File: src/rtl/neo_frame_loader.sv
// Frame buffer feeding the NeoPixel strand controller: collects one RGB frame from a byte
// stream, replays it one colour per cycle over the load port, then requests a send.
module neo_frame_loader #(
    parameter int unsigned NUM_PIXELS = 5,
    parameter int unsigned PIX_W      = 3
) (
    input  logic             clock,
    input  logic             reset_n,
    input  logic             in_valid,
    input  logic             in_sof,
    input  logic [7:0]       in_data,
    output logic             in_ready,
    input  logic             ready_to_load,
    input  logic             ready_to_send,
    output logic             load_color,
    output logic [1:0]       color_index,
    output logic [PIX_W-1:0] pixel_index,
    output logic [7:0]       color_level,
    output logic             send_it,
    output logic             frame_err,
    output logic [7:0]       frames_sent
);

    localparam int unsigned FrameBytes = 3 * NUM_PIXELS;
    localparam int unsigned PtrW       = $clog2(FrameBytes);

    typedef enum logic [1:0] {
        StFill = 2'b00,
        StLoad = 2'b01,
        StSend = 2'b10
    } state_e;

    state_e          state_q, state_d;
    logic [PtrW-1:0] wr_ptr_q, wr_ptr_d;
    logic [PtrW-1:0] rd_ptr_q, rd_ptr_d;
    logic            frame_err_q, frame_err_d;
    logic [7:0]      frames_sent_q, frames_sent_d;
    logic [7:0]      frame_buf [FrameBytes];

    logic            accept;
    logic            last_write;
    logic            last_read;
    logic            buf_we;
    logic [PtrW-1:0] buf_waddr;

    assign accept     = in_valid && in_ready;
    assign last_write = accept && !in_sof && (wr_ptr_q == PtrW'(FrameBytes - 1));
    assign last_read  = load_color && (rd_ptr_q == PtrW'(FrameBytes - 1));

    // State register
    always_ff @(posedge clock or negedge reset_n) begin
        if (!reset_n) begin
            state_q <= StFill;
        end else begin
            state_q <= state_d;
        end
    end

    // Next-state logic; the unused encoding recovers to StFill
    always_comb begin
        state_d = state_q;
        case (state_q)
            StFill:  if (last_write)    state_d = StLoad;
            StLoad:  if (last_read)     state_d = StSend;
            StSend:  if (ready_to_send) state_d = StFill;
            default: state_d = StFill;
        endcase
    end

    // Handshake outputs follow the controller's ready inputs in the same cycle
    always_comb begin
        in_ready   = 1'b0;
        load_color = 1'b0;
        send_it    = 1'b0;
        case (state_q)
            StFill:  in_ready   = 1'b1;
            StLoad:  load_color = ready_to_load;
            StSend:  send_it    = ready_to_send;
            default: ;
        endcase
    end

    // Write side: an sof byte always restarts the frame at slot 0
    always_comb begin
        wr_ptr_d    = wr_ptr_q;
        frame_err_d = 1'b0;
        buf_we      = 1'b0;
        buf_waddr   = wr_ptr_q;
        if (accept) begin
            if (in_sof) begin
                buf_we      = 1'b1;
                buf_waddr   = '0;
                wr_ptr_d    = PtrW'(1);
                frame_err_d = (wr_ptr_q != '0);
            end else if (wr_ptr_q == '0) begin
                frame_err_d = 1'b1;
            end else begin
                buf_we   = 1'b1;
                wr_ptr_d = last_write ? '0 : wr_ptr_q + PtrW'(1);
            end
        end
    end

    always_comb begin
        rd_ptr_d = rd_ptr_q;
        if (load_color) begin
            rd_ptr_d = last_read ? '0 : rd_ptr_q + PtrW'(1);
        end
        frames_sent_d = frames_sent_q + 8'(send_it);
    end

    always_ff @(posedge clock or negedge reset_n) begin
        if (!reset_n) begin
            wr_ptr_q      <= '0;
            rd_ptr_q      <= '0;
            frame_err_q   <= 1'b0;
            frames_sent_q <= '0;
        end else begin
            wr_ptr_q      <= wr_ptr_d;
            rd_ptr_q      <= rd_ptr_d;
            frame_err_q   <= frame_err_d;
            frames_sent_q <= frames_sent_d;
        end
    end

    always_ff @(posedge clock) begin
        if (buf_we) begin
            frame_buf[buf_waddr] <= in_data;
        end
    end

    // Byte order is R,G,B per pixel; the controller codes G as 10 and B as 01
    always_comb begin
        color_index = 2'b00;
        pixel_index = '0;
        color_level = '0;
        if (state_q == StLoad) begin
            pixel_index = PIX_W'(rd_ptr_q / PtrW'(3));
            color_level = frame_buf[rd_ptr_q];
            case (rd_ptr_q % PtrW'(3))
                PtrW'(0): color_index = 2'b00;
                PtrW'(1): color_index = 2'b10;
                default:  color_index = 2'b01;
            endcase
        end
    end

    assign frame_err   = frame_err_q;
    assign frames_sent = frames_sent_q;

endmodule

File: config.mk
export PLATFORM = sky130hd
export DESIGN_NAME = neo_frame_loader
export DESIGN_NICKNAME = d
export VERILOG_FILES = /design/src/rtl/neo_frame_loader.sv
export SDC_FILE = /design/constraint.sdc
export NUM_CORES = 1
export LEC_CHECK = 0
export ABC_AREA = 1
export CORE_MARGIN = 4
export CORE_UTILIZATION = 25
export DETAILED_ROUTE_END_ITERATION = 10
export HOLD_SLACK_MARGIN = 0.06
export PLACE_DENSITY = 0.36
export SYNTH_ARGS = -nofsm -noshare
export SYNTH_HDL_FRONTEND = slang
export SYNTH_SLANG_ARGS = --single-unit
File: constraint.sdc
create_clock -name clock -period 5 [get_ports clock]
set_clock_uncertainty 0.2 [all_clocks]
set_input_delay 0.75 -clock clock [delete_from_list [all_inputs] [get_ports clock]]
set_output_delay 0.75 -clock clock [all_outputs]
set_load 0.05 [all_outputs]
* Word level (Yosys, flattened, before mapping)
Memories as Yosys holds them, arrays and structs flattened.
Cells that the tools add are included.
** Storage, ports and cells
- Memories kept :: 1
- Logic and storage cells :: 56
- Bits in writable memories :: 120
- Output and inout port bits :: 25
- Input port bits :: 14
- Register bits :: 19
** Cells by class
- Reduce and logical (&&, ||, !) cells :: 11
- $add $sub $neg :: 3
- Muxes and demuxes :: 25
- Eq/ne operators :: 9
- Div/mod/pow operators :: 2
** Memory list
- frame_buf :: depth 15, bits a word 8, read ports 1, clocked after Yosys merged registers in 0, wr ports 1, RTL line 38 : logic [7:0] frame_buf [FrameBytes];
** Operators with widths (number)
- $mux W4 :: 6
- $mux W1 :: 11
- $add A4 B1 Y4 const B :: 2
- $add A8 B1 Y8 :: 1
- $eq A4 B4 Y1 const B :: 2
- $logic_not A4 Y1 :: 2
- $mux W2 :: 4
- $mux W8 :: 1
- $ne A2 B2 Y1 const B :: 4
- $pmux W2 S3 :: 1
- $div A4 B2 Y4 const B :: 1
- $eq A4 B1 Y1 const B :: 1
- $logic_and A1 B1 Y1 :: 4
- $mod A4 B2 Y4 const B :: 1
- $pmux W2 S2 :: 1
- $reduce_bool A4 Y1 :: 1
- $mux W3 :: 1
- $reduce_and A3 Y1 :: 1
- $eq A2 B1 Y1 const B :: 1
- $eq A2 B2 Y1 const B :: 1
- $logic_not A2 Y1 :: 1
- $reduce_and A2 Y1 :: 1
- $logic_not A1 Y1 :: 1

* Depth between registers and ports, before layout
- Depth in word-level cells :: 8
- Gate-level depth with buffers :: 17
- Depth with buffers taken out :: 17

* Worst setup path before layout
Ideal clock, no wire load.
- Path type :: reg2out
- Start :: reg rd_ptr_q[0]
- End :: out color_index[1]
- Stages on the path, launching flop included :: 17
- Required time :: 4.050 ns
- Path slack :: 1.461 ns
- Buffers on the path :: 3
- Arrival time :: 2.589 ns
- Path through :: dfrtp_1 > buf_4 > inv_2 > buf_6 > buf_2 > ha_1 > nand3_2 > nand2_2 > nand2_1 > nand2_1 > ha_1 > a21oi_4 > nand2_4 > clkinv_1 > nand2_1 > nand3_1 > nor2_1
** On the way
- Cells in the longest elaborated chain, start to end :: 4
- Elaborated cells between the ends (all ways) :: 5
- Those cells by class :: div (1); eq/ne (1); mux (2); reduce/logical (1)
** Ends and longest elaborated chain
- start: declaration :: RTL line 35 : logic [PtrW-1:0] rd_ptr_q, rd_ptr_d;
- start signal: assignment :: RTL line 120 : rd_ptr_q <= rd_ptr_d;
- $mod A4 B2 Y4 * :: RTL line 140 : case (rd_ptr_q % PtrW'(3))
- $eq A4 B1 Y1 or $logic_not A4 Y1 (tied branches) :: RTL line 140
- $pmux W2 S2 * :: RTL line 140
- $mux W2 * :: RTL line 137 : if (state_q == StLoad) begin
- end: declaration :: RTL line 16 : output logic [1:0] color_index,
Every way passes the cells marked *; elsewhere a longest branch is shown, timed or not.

* Worst setup path in the final report
- Start :: reg rd_ptr_q[2]
- End :: out color_index[1]
The elaborated chain is that of the path after synthesis.

==> summary.txt <==
GRT Overall Usage: 0.129
Tmin final: 4510 ps
Floorplan Core Area: 23700 um^2
Vertical die dimension: 164 um
Cell mode on critical path: sky130_fd_sc_hd__nand2_1
# hold bufs at CTS: 0
Total power per unit cell area: 600 nW/um^2
Total length of routed met2 wires: 7890 um
Sequential cell area fraction in the yosys report: 0.673
Length of the first detailed-routing pass in iterations: 4
Unrepaired setup endpoints after global routing: no
Count of clock tree sinks: 139
Post-CTS clock slew at the launch and capture registers of the worst setup and hold paths: 60 ps
CTS Buf Count: 17
Fraction of final layout cells with drive strength greater than 1: 0.0759
Synthesized-area fraction occupied by and/or/nand/nor cells: 0.174
Routability Congestion: 0.765
Arithmetic-cell share of the synthesized area counting full adders, half adders and majority gates: 0.0227
Endpoint type of the worst setup path: output port
Crit start category: register
Max Clock Freq: 222 MHz
Share of the synthesized area in compound gates (AO/OA/AOI/OAI): 0.0847
WS Path Type: register to output port
Highest cell delay on the worst timing path: 800 ps
IO buf count: 38
Average vias per placed instance: 4.39
Largest family of logic cells by synthesized area: simple AND/OR/NAND/NOR gates
Routed length per instance: 17.8 um
I/O Pins: 39
H-Tree Depth: 4
Worst-Margin Slew: 945 ps
Hold Vio Cnt, Final: 0
Number of cells in the design after placement: 894
Maximum vdd drop: 0.345 mV
Proportion of power drawn by the clock network: 0.281
Reg power frac: 0.325
Number of nets produced by synthesis: 579
Final standard cell count with taps included and fillers excluded: 926
Multiplexer share of the synthesized area: 0
Synth Area in XOR/XNOR: 0.00868
Detail Route Antenna Nets: 0
Post-synthesis cell area: 6060 um^2
Number of rows in the core area: 56
Sw power: 0.00179 W
Max stage delay cell, worst path: sky130_fd_sc_hd__clkdlybuf4s50_1
Number of global-route vias before repair: 4124
Combinational power share: 0.394
Crit path arrival time: 3560 ps
Crit-path cells: inv_2 -> nand2_1 -> ha_1 -> nand2_2 -> nand2_1 -> nand2_1 -> ha_1 -> a21oi_4 -> nand2_4 -> nand2_1 -> nand3_1 -> nor2_1 -> clkdlybuf4s50_1
Post-detailed-placement half-perimeter wirelength: 10500 um
Total of cells resized after clock tree synthesis: 0
Async set-reset flop share out of synthesis: 0.137
Sw frac: 0.407
Top library cells by usage in the layout, fill and taps aside: sky130_fd_sc_hd__nor2_1, sky130_fd_sc_hd__edfxtp_1, sky130_fd_sc_hd__nand2_1
Total setup buffers inserted after CTS: 0
Most common cell after layout, fill and taps aside: sky130_fd_sc_hd__nor2_1
Starting density of the core: 0.256
Met1 Routed Length: 7960 um
Clk_lat worst skew: 420 ps
Total leakage power: 2.65 nW
Final net count: 619
Growth of design area from synthesis to finish: 21.0%
Maximum net fanout on the critical path: 9
Maximum number of buffers from clock root to sink: 2
Relative slew slack: 0.368
Number of DRC violations after detailed-routing iteration 0: 261
Max Cap Viol: 0
Synthesis Warnings: 0
Area of the die: 26800 um^2
Remaining global-route overflow: 0
Worst min-delay path category: register to register
Total internal power: 0.00261 W
Total DRC errors in the routed layout: 0
Average cell area after synthesis: 10.9 um^2
Status: finished clean
Top metal layer carrying routed signals: met4
TritonCTS clock tree: built
Final WL: 16500 um
Final max-slew violation count: 0
Post-synthesis cell count: 554
Overall via count from detail_route: 4066
Flops & latches, synth: 139
Required time at the worst-slack endpoint: 4050 ps
Number of setup violations in the final report: 0
Number of synthesized flops with an enable pin: 120
Clk root buf: sky130_fd_sc_hd__clkbuf_16
Global-route wire length before repair: 25400 um
Setup TNS: 0 ps
Most frequently used flop master after synthesis: sky130_fd_sc_hd__edfxtp_1
Pin count of the biggest net entering global routing: 64
Total length of routed met3 wires: 469 um
X dimension of the die: 164 um
Number of library cell types mapped by synthesis: 30
Antenna violations before repair: 1
Share of the clock period used by the worst path after layout: 0.902
routing by layer:
metal,GRT usage,up-vias
li1,-,1999
met1,0.177,2003
met2,0.207,53
met3,0.0255,11
met4,0.0400,0
met5,0,-
per-stage QoR:
stage | worst slack, ps | area, um^2 | hold slack [ps] | util | total power (W)
floorplan | 1460 | 6060 | 254 | - | 0.00269
global placement | 1020 | 6750 | 264 | 0.285 | 0.00322
detailed placement | 927 | 6750 | 276 | 0.285 | 0.00322
CTS | 467 | 7330 | 291 | 0.309 | 0.00447
global route | 263 | 7330 | 315 | 0.309 | 0.00472
finish | 492 | 7330 | 283 | 0.309 | 0.00440
state kept, by name, summed over array words and instances (netlist names):
signal and count:
wr_ptr_q 4, rd_ptr_q 4, state_q 2, frame_buf 120
frame_err 1, frames_sent 8
power groups by stage:
stage / Clock (W) / Combinational (W) / Sequential (W)
2_1_floorplan: 0 / 0.00122 / 0.00146
3_3_place_gp: 0 / 0.00177 / 0.00145
3_5_place_dp: 0 / 0.00177 / 0.00145
4_1_cts: 0.00127 / 0.00178 / 0.00143
5_1_grt: 0.00132 / 0.00196 / 0.00144
6_report: 0.00124 / 0.00173 / 0.00143
worst paths after layout:
| check | startpoint | endpoint | slack [ps] | depth (start not counted) |
|---|---|---|---|---|
| worst max-delay path | rd_ptr_q[2]$_DFFE_PN0P_ | color_index[1] | 490 | 13 |
| worst min-delay path | frames_sent[7]$_DFF_PN0_ | frames_sent[7]$_DFF_PN0_ | 280 | 1 |
| worst max register to register | wr_ptr_q[0]$_DFFE_PN0P_ | frame_buf[11][7]$_DFFE_PP_ | 1730 | 8 |
| worst min register to register | frames_sent[7]$_DFF_PN0_ | frames_sent[7]$_DFF_PN0_ | 280 | 1 |
| max in group asynchronous | reset_n | rd_ptr_q[0]$_DFFE_PN0P_ | 3300 | 1 |
| min in group asynchronous | reset_n | frame_err$_DFF_PN0_ | 660 | 1 |
cells in the mapped netlist, types with 4 or more instances:
master / count / area (um^2)
sky130_fd_sc_hd__a21oi_1: 19 / 95.1
sky130_fd_sc_hd__buf_2: 16 / 80.1
sky130_fd_sc_hd__dfrtp_1: 19 / 475
sky130_fd_sc_hd__edfxtp_1: 120 / 3600
sky130_fd_sc_hd__ha_1: 11 / 138
sky130_fd_sc_hd__inv_1: 20 / 75.1
sky130_fd_sc_hd__inv_2: 5 / 18.8
sky130_fd_sc_hd__nand2_1: 73 / 274
sky130_fd_sc_hd__nand3_1: 28 / 140
sky130_fd_sc_hd__nor2_1: 141 / 529
sky130_fd_sc_hd__nor3_1: 11 / 55.1
sky130_fd_sc_hd__o211ai_1: 10 / 75.1
sky130_fd_sc_hd__o21ai_0: 48 / 240
sky130_fd_sc_hd__o21ai_1: 4 / 20.0
cells by family after synthesis:
| kind of cell | count (synthesis) |
|---|---|
| simple gates | 260 |
| xor+xnor | 6 |
| flops | 139 |
| buf+inv | 48 |
| compound gates | 90 |
| fa+ha+maj | 11 |
critical path, delay by kind of cell (launching register included):
family | cells | cell delay (ps)
and+or+nand+nor | 8 | 930
AOI/OAI and AO/OA | 1 | 190
buffers and inverters | 2 | 890
adders and majority gates | 2 | 630
DFF | 1 | 490
area by class of cell:
cell class,count,area (um^2)
antenna,1,2.50
clock buffer,18,429
fill,2445,16400
tap,319,399
sequential,139,4080
inverter,26,97.6
timing repair buffer,43,418
clock inverter,13,144
multi-input combinational,367,1760
Note: power is estimated with default switching activity, not from simulation.
